==> src/rtl/rob_pkg.sv <==
// Shared ROB types: entry layout, register-index widths and retire FSM states.
// The ROB fifo_ram instance and its bench take ROB_ENTRY_WIDTH from here.
package rob_pkg;

    localparam int N_ARCH_REGS     = 32;
    localparam int N_PHYS_REGS     = 64;
    localparam int ARCH_W          = $clog2(N_ARCH_REGS);
    localparam int PHYS_W          = $clog2(N_PHYS_REGS);
    localparam int PC_W            = 32;
    localparam int ROB_ENTRY_WIDTH = 3 + ARCH_W + PHYS_W + PC_W;

    // Field order is MSB to LSB, matching the packed ROB word.
    typedef struct packed {
        logic [PC_W-1:0]   pc;
        logic [PHYS_W-1:0] phys_rd;
        logic [ARCH_W-1:0] arch_rd;
        logic              has_dest;
        logic              exc;
        logic              done;
    } rob_entry_t;

    typedef enum logic {
        RUN   = 1'b0,
        FLUSH = 1'b1
    } retire_state_t;

endpackage

==> src/rtl/rob_retire_ctrl_if.sv <==
// Head-of-ROB handshake plus the commit bus toward the rename/commit map.
// master = ROB/pipeline side, slave = retire controller.
interface rob_retire_if;
    import rob_pkg::*;

    logic                       head_valid;
    logic [ROB_ENTRY_WIDTH-1:0] head_data;
    logic                       head_ready;
    logic                       stall_i;
    logic                       commit_valid;
    logic                       commit_we;
    logic [ARCH_W-1:0]          commit_arch_rd;
    logic [PHYS_W-1:0]          commit_phys_rd;

    modport master (
        output head_valid, head_data, stall_i,
        input  head_ready, commit_valid, commit_we, commit_arch_rd, commit_phys_rd
    );

    modport slave (
        input  head_valid, head_data, stall_i,
        output head_ready, commit_valid, commit_we, commit_arch_rd, commit_phys_rd
    );

endinterface

==> src/rtl/rob_retire_ctrl.sv <==
// In-order retire controller at the ROB dequeue port: commits done heads, turns an
// excepting head into a registered flush + redirect. RETIRE_PERF_EN adds perf counters.
module rob_retire_ctrl
    import rob_pkg::*;
#(
    parameter int CNT_W = 32
) (
    input  logic              clk,
    input  logic              rst_aH,
    rob_retire_if.slave       rob,
    output logic              flush_o,
    output logic [PC_W-1:0]   redirect_pc,
    output logic [CNT_W-1:0]  retired_count,
    output logic              busy_flush
`ifdef RETIRE_PERF_EN
    ,
    output logic [CNT_W-1:0]  stall_cycles,
    output logic [CNT_W-1:0]  flush_count
`endif
);

    retire_state_t    state_q, state_d;
    logic             flush_q, flush_d;
    logic [PC_W-1:0]  redirect_pc_q, redirect_pc_d;
    logic [CNT_W-1:0] retired_count_q, retired_count_d;

    rob_entry_t head;
    logic       active;
    logic       go;
    logic       do_retire;
    logic       do_exc;

    assign head = rob_entry_t'(rob.head_data);

    // Combinational outputs are gated off both in FLUSH and while reset is held.
    assign active    = (state_q == RUN) && !rst_aH;
    assign go        = active && rob.head_valid && head.done && !rob.stall_i;
    assign do_retire = go && !head.exc;
    assign do_exc    = go && head.exc;

    assign rob.head_ready     = go;
    assign rob.commit_valid   = do_retire;
    assign rob.commit_we      = do_retire && head.has_dest && (head.arch_rd != '0);
    assign rob.commit_arch_rd = active ? head.arch_rd : '0;
    assign rob.commit_phys_rd = active ? head.phys_rd : '0;

    assign flush_o       = flush_q;
    assign redirect_pc   = redirect_pc_q;
    assign retired_count = retired_count_q;
    assign busy_flush    = (state_q == FLUSH);

    always_comb begin
        // NOTE: every signal gets a default before any branch so no latch is inferred.
        state_d         = state_q;
        flush_d         = 1'b0;
        redirect_pc_d   = redirect_pc_q;
        retired_count_d = retired_count_q;

        case (state_q)
            RUN: begin
                if (do_exc) begin
                    state_d       = FLUSH;
                    flush_d       = 1'b1;
                    redirect_pc_d = head.pc;
                end
            end
            FLUSH: begin
                // The flush pulse cycle always counts as one FLUSH cycle.
                if (!rob.head_valid && !flush_q) begin
                    state_d = RUN;
                end
            end
            default: state_d = RUN;
        endcase

        if (do_retire) begin
            retired_count_d = retired_count_q + CNT_W'(1);
        end
    end

    always_ff @(posedge clk or posedge rst_aH) begin
        if (rst_aH) begin
            state_q         <= RUN;
            flush_q         <= 1'b0;
            redirect_pc_q   <= '0;
            retired_count_q <= '0;
        end else begin
            // NOTE: state flops use non-blocking assignment so every flop samples pre-edge values.
            state_q         <= state_d;
            flush_q         <= flush_d;
            redirect_pc_q   <= redirect_pc_d;
            retired_count_q <= retired_count_d;
        end
    end

`ifdef RETIRE_PERF_EN
    logic [CNT_W-1:0] stall_cycles_q, stall_cycles_d;
    logic [CNT_W-1:0] flush_count_q, flush_count_d;

    always_comb begin
        stall_cycles_d = stall_cycles_q;
        flush_count_d  = flush_count_q;
        // A waiting head: either not finished yet or blocked downstream.
        if ((state_q == RUN) && rob.head_valid && (!head.done || rob.stall_i)) begin
            stall_cycles_d = stall_cycles_q + CNT_W'(1);
        end
        if (flush_q) begin
            flush_count_d = flush_count_q + CNT_W'(1);
        end
    end

    always_ff @(posedge clk or posedge rst_aH) begin
        if (rst_aH) begin
            stall_cycles_q <= '0;
            flush_count_q  <= '0;
        end else begin
            stall_cycles_q <= stall_cycles_d;
            flush_count_q  <= flush_count_d;
        end
    end

    assign stall_cycles = stall_cycles_q;
    assign flush_count  = flush_count_q;
`endif

endmodule

==> src/flat_wrapper.sv <==
// flat-port wrapper written by rule: the top's interface ports become plain ports
module rob_retire_ctrl_flat import rob_pkg::*;
#(
    parameter int CNT_W = 32
)
  (clk, rst_aH, flush_o, redirect_pc, retired_count, busy_flush, rob_head_valid, rob_head_data, rob_stall_i, rob_head_ready, rob_commit_valid, rob_commit_we, rob_commit_arch_rd, rob_commit_phys_rd);
  rob_retire_if rob_i ();
  input  logic clk;
  input  logic rst_aH;
  output logic flush_o;
  output logic [PC_W-1:0] redirect_pc;
  output logic [CNT_W-1:0] retired_count;
  output logic busy_flush;
  input wire logic [$bits(rob_i.head_valid)-1:0] rob_head_valid;
  input wire logic [$bits(rob_i.head_data)-1:0] rob_head_data;
  input wire logic [$bits(rob_i.stall_i)-1:0] rob_stall_i;
  output wire logic [$bits(rob_i.head_ready)-1:0] rob_head_ready;
  output wire logic [$bits(rob_i.commit_valid)-1:0] rob_commit_valid;
  output wire logic [$bits(rob_i.commit_we)-1:0] rob_commit_we;
  output wire logic [$bits(rob_i.commit_arch_rd)-1:0] rob_commit_arch_rd;
  output wire logic [$bits(rob_i.commit_phys_rd)-1:0] rob_commit_phys_rd;
  assign rob_i.head_valid = rob_head_valid;
  assign rob_i.head_data = rob_head_data;
  assign rob_i.stall_i = rob_stall_i;
  assign rob_head_ready = rob_i.head_ready;
  assign rob_commit_valid = rob_i.commit_valid;
  assign rob_commit_we = rob_i.commit_we;
  assign rob_commit_arch_rd = rob_i.commit_arch_rd;
  assign rob_commit_phys_rd = rob_i.commit_phys_rd;
  rob_retire_ctrl #(.CNT_W(CNT_W)) u_core (.clk(clk), .rst_aH(rst_aH), .rob(rob_i), .flush_o(flush_o), .redirect_pc(redirect_pc), .retired_count(retired_count), .busy_flush(busy_flush));
endmodule
==> config.mk <==
export PLATFORM = sky130hd
export DESIGN_NAME = rob_retire_ctrl_flat
export DESIGN_NICKNAME = d
export VERILOG_FILES = /design/src/rtl/rob_pkg.sv /design/src/rtl/rob_retire_ctrl_if.sv /design/src/rtl/rob_retire_ctrl.sv /design/src/flat_wrapper.sv
export SDC_FILE = /design/constraint.sdc
export NUM_CORES = 1
export LEC_CHECK = 0
export ABC_CLOCK_PERIOD_IN_PS = 2350
export CAP_MARGIN = 20
export CORE_MARGIN = 4
export CORE_UTILIZATION = 37
export DETAILED_ROUTE_END_ITERATION = 10
export PLACE_DENSITY = 0.83
export SLEW_MARGIN = 20
export SYNTH_ARGS = -nofsm -noshare
export SYNTH_HDL_FRONTEND = slang
export SYNTH_SLANG_ARGS = --single-unit
==> constraint.sdc <==
create_clock -name clk -period 2.35 [get_ports clk]
set_clock_uncertainty 0.2 [all_clocks]
set_input_delay 0.5875 -clock clk [delete_from_list [all_inputs] [get_ports clk]]
set_output_delay 0.5875 -clock clk [all_outputs]
set_load 0.01 [all_outputs]
==> results.ini <==
[synth]
yosys.area.top_type_share_pct=58.0
synth_flop_cell=dfrtp_1
synth_commonest_cells=66 x dfrtp_1, 33 x mux2_2, 22 x xnor2_1, 20 x nand2_1
ys_ff_latch=66
yosys_warnings=0
synthesis.area_um2=2850
synth_area_leader_cell=dfrtp_1
syn_nets=275
synth.most_common_cell=dfrtp_1
synthArstFlopShare_pct=100
synthCells=224
synth_edf_count=0
synthTopCellsByArea=dfrtp_1 58%, mux2_2 13%, xnor2_1 6.8%
avgSynthCellArea_um2=12.7
synth_cell_types=28
ys_seq_area_share_pct=58.0

[global_route]
antenna_found_initial=0
track_usage_pct=16.1
grt_pass1_vias=2317
grt_pass1_wl_um=11200
grt_overflow=0
grt_max_degree=34

[critical_path]
worstPathRequired_ps=1560
slowest_delay_ps=360
cp_num_buf_inv=2
cp_data_arrival_time_ps=1510
path_cells=clkbuf_2 -> or3_1 -> o311a_1 -> buf_2
worstSetupPathType=input pin to output pin
cp_max_fo=2
worst_setup_path_start_kind=input pin
end_kind=output pin
slowest_stage=or3_1
crit_family=simple AND/OR/NAND/NOR gates

[drt]
wire_per_inst_um=15.2
viasPerCell=4.81
firstDrtPassIters=4
drtAntennaViolNets=0
drc=0
vias=2308
initialDrtViolationCount=77
detail_route.wirelength_um=7290

[finish]
utilization_pct=61.8
n_fill_cell=612
fin_cells=480
seq_area_um2=1650
stdcell_area_um2=4560
nets=429
area_growth_pct=60.2
diodes=0
drive_above_1_share_pct=21.8
multi_input_area_um2=1170

[timing]
post-route-period-util_pct=97.8
relSlewSlack_pct=67.3
max_freq_ghz=0.435
tightestPinTransition_ps=490
slew_violations=0
tns_ps=0
period_needed_ps=2300
hold_violations=0
rsz0062_at_grt=yes
setup-violations-final=0

[status]
outcome=finished, final reports clean

[clocking]
clock_path_buffers=2
clk_pin_slew_ps=60
cts_buffers=9
clockRootBuffer=clkbuf_8
clock-sinks=66
htree_levels=3
cts_tree=done
clk-insertion-delay-late_ps=330

[place]
dp_cells=463
place_area_um2=4390
portBuffers=129
dp_hpwl_um=5750
routabilityCongestion=0.778

[worst_hold_path]
hp-class=input pin to asynchronous set/reset pin

[power_and_ir_drop]
total_power_mw=2.97
ir_drop_mv=0.368
p_leak_nw=2.05
power_density_nw_per_um2=652

[die]
coreArea_um2=7370
ios=130
die_w_um=95.7
core.rowCount=31
start_util_pct=38.6
die_h_um=95.7
fp.dieArea_um2=9160

[run]
cap_violations=0

## cell families (layout without fill, tap and decap cells)
logic type	count (synthesis)	in the layout	share of synthesized area, %
fa+ha+maj	1	1	0.440
compound gates	2	2	0.528
simple gates	82	82	17.1
mux	33	33	13.1
flops	66	66	58.0
buf+inv	9	166	1.28
xor+xnor	31	31	9.54
## layout make-up
cell class,count,share of cell area [%]
tap,99,2.72
sequential,66,36.2
multi-input combinational,149,25.6
timing repair buffer,149,31.2
inverter,3,0.329
clock inverter,2,0.275
clock buffer,12,3.62
## power by group
part	internal (mW)	switching (mW)
sequential	1.29	0.0927
combinational	0.465	0.266
clock	0.456	0.404
## sequential cells by signal (all words and copies together), names as in the netlist
signal	flops
u_core.busy_flush	1
u_core.flush_o	1
u_core.redirect_pc	32
u_core.retired_count	32
## repair_timing
action / 4_1_cts / 5_1_grt
endpoints found under the setup margin: 34 / 5
gates resized for setup: 34 / 10
setup buffers: 2 / 1
pin swaps: 2 / 6
endpoints found under the hold margin: 0 / 0
hold buffers: 0 / 0
## per-layer routing
layer	up-vias	global-route usage (%)	routed length [um]
met5	-	0	0
met4	0	7.11	144
met3	12	5.08	516
met2	84	26.6	3680
met1	1126	19.4	2950
li1	1086	-	-
## worst register-to-register path, delay by kind of cell, from the launching register on
| family | cells | cell delay, ps |
|---|---|---|
| and+or+nand+nor | 4 | 1180 |
| DFF | 1 | 410 |
| buffers and inverters | 1 | 150 |
| xor gates and xnor gates | 1 | 150 |
## through the flow
step	hold slack [ps]	setup WS (ps)
after global placement	258	-624
final	103	52.0
after detailed placement	267	-682
after global routing	128	-6.43
after floorplan	304	43.8
after CTS	194	-183
## cells in the final DEF, fill, tap and decap left out, drive strengths merged, types with 2 or more instances in the layout
master	count
dlygate4sd2	15
and2	11
buf	24
nand3	7
and3	10
nand2	20
mux2	33
dfrtp	66
inv	2
clkbuf	15
clkinvlp	2
nor4	2
nand4	11
and4	2
xnor2	22
nor2	9
xor2	9
clkdlybuf4s50	106
nor3	5
## worst paths after layout
check,start,to,slack (ps),cells past startpoint
min,rst_aH,u_core.redirect_pc[0]$_DFFE_PP0P_,100,2
max,rob_head_data[4],rob_commit_we,50,4
max reg2reg,u_core.busy_flush$_DFF_PP0_,u_core.retired_count[30]$_DFFE_PP0P_,140,6
min in group clk,u_core.retired_count[31]$_DFFE_PP0P_,u_core.retired_count[31]$_DFFE_PP0P_,270,1
max in group asynchronous,rst_aH,u_core.redirect_pc[8]$_DFFE_PP0P_,1360,3
min reg2reg,u_core.retired_count[31]$_DFFE_PP0P_,u_core.retired_count[31]$_DFFE_PP0P_,270,1
(Power assumes the default switching activity.)
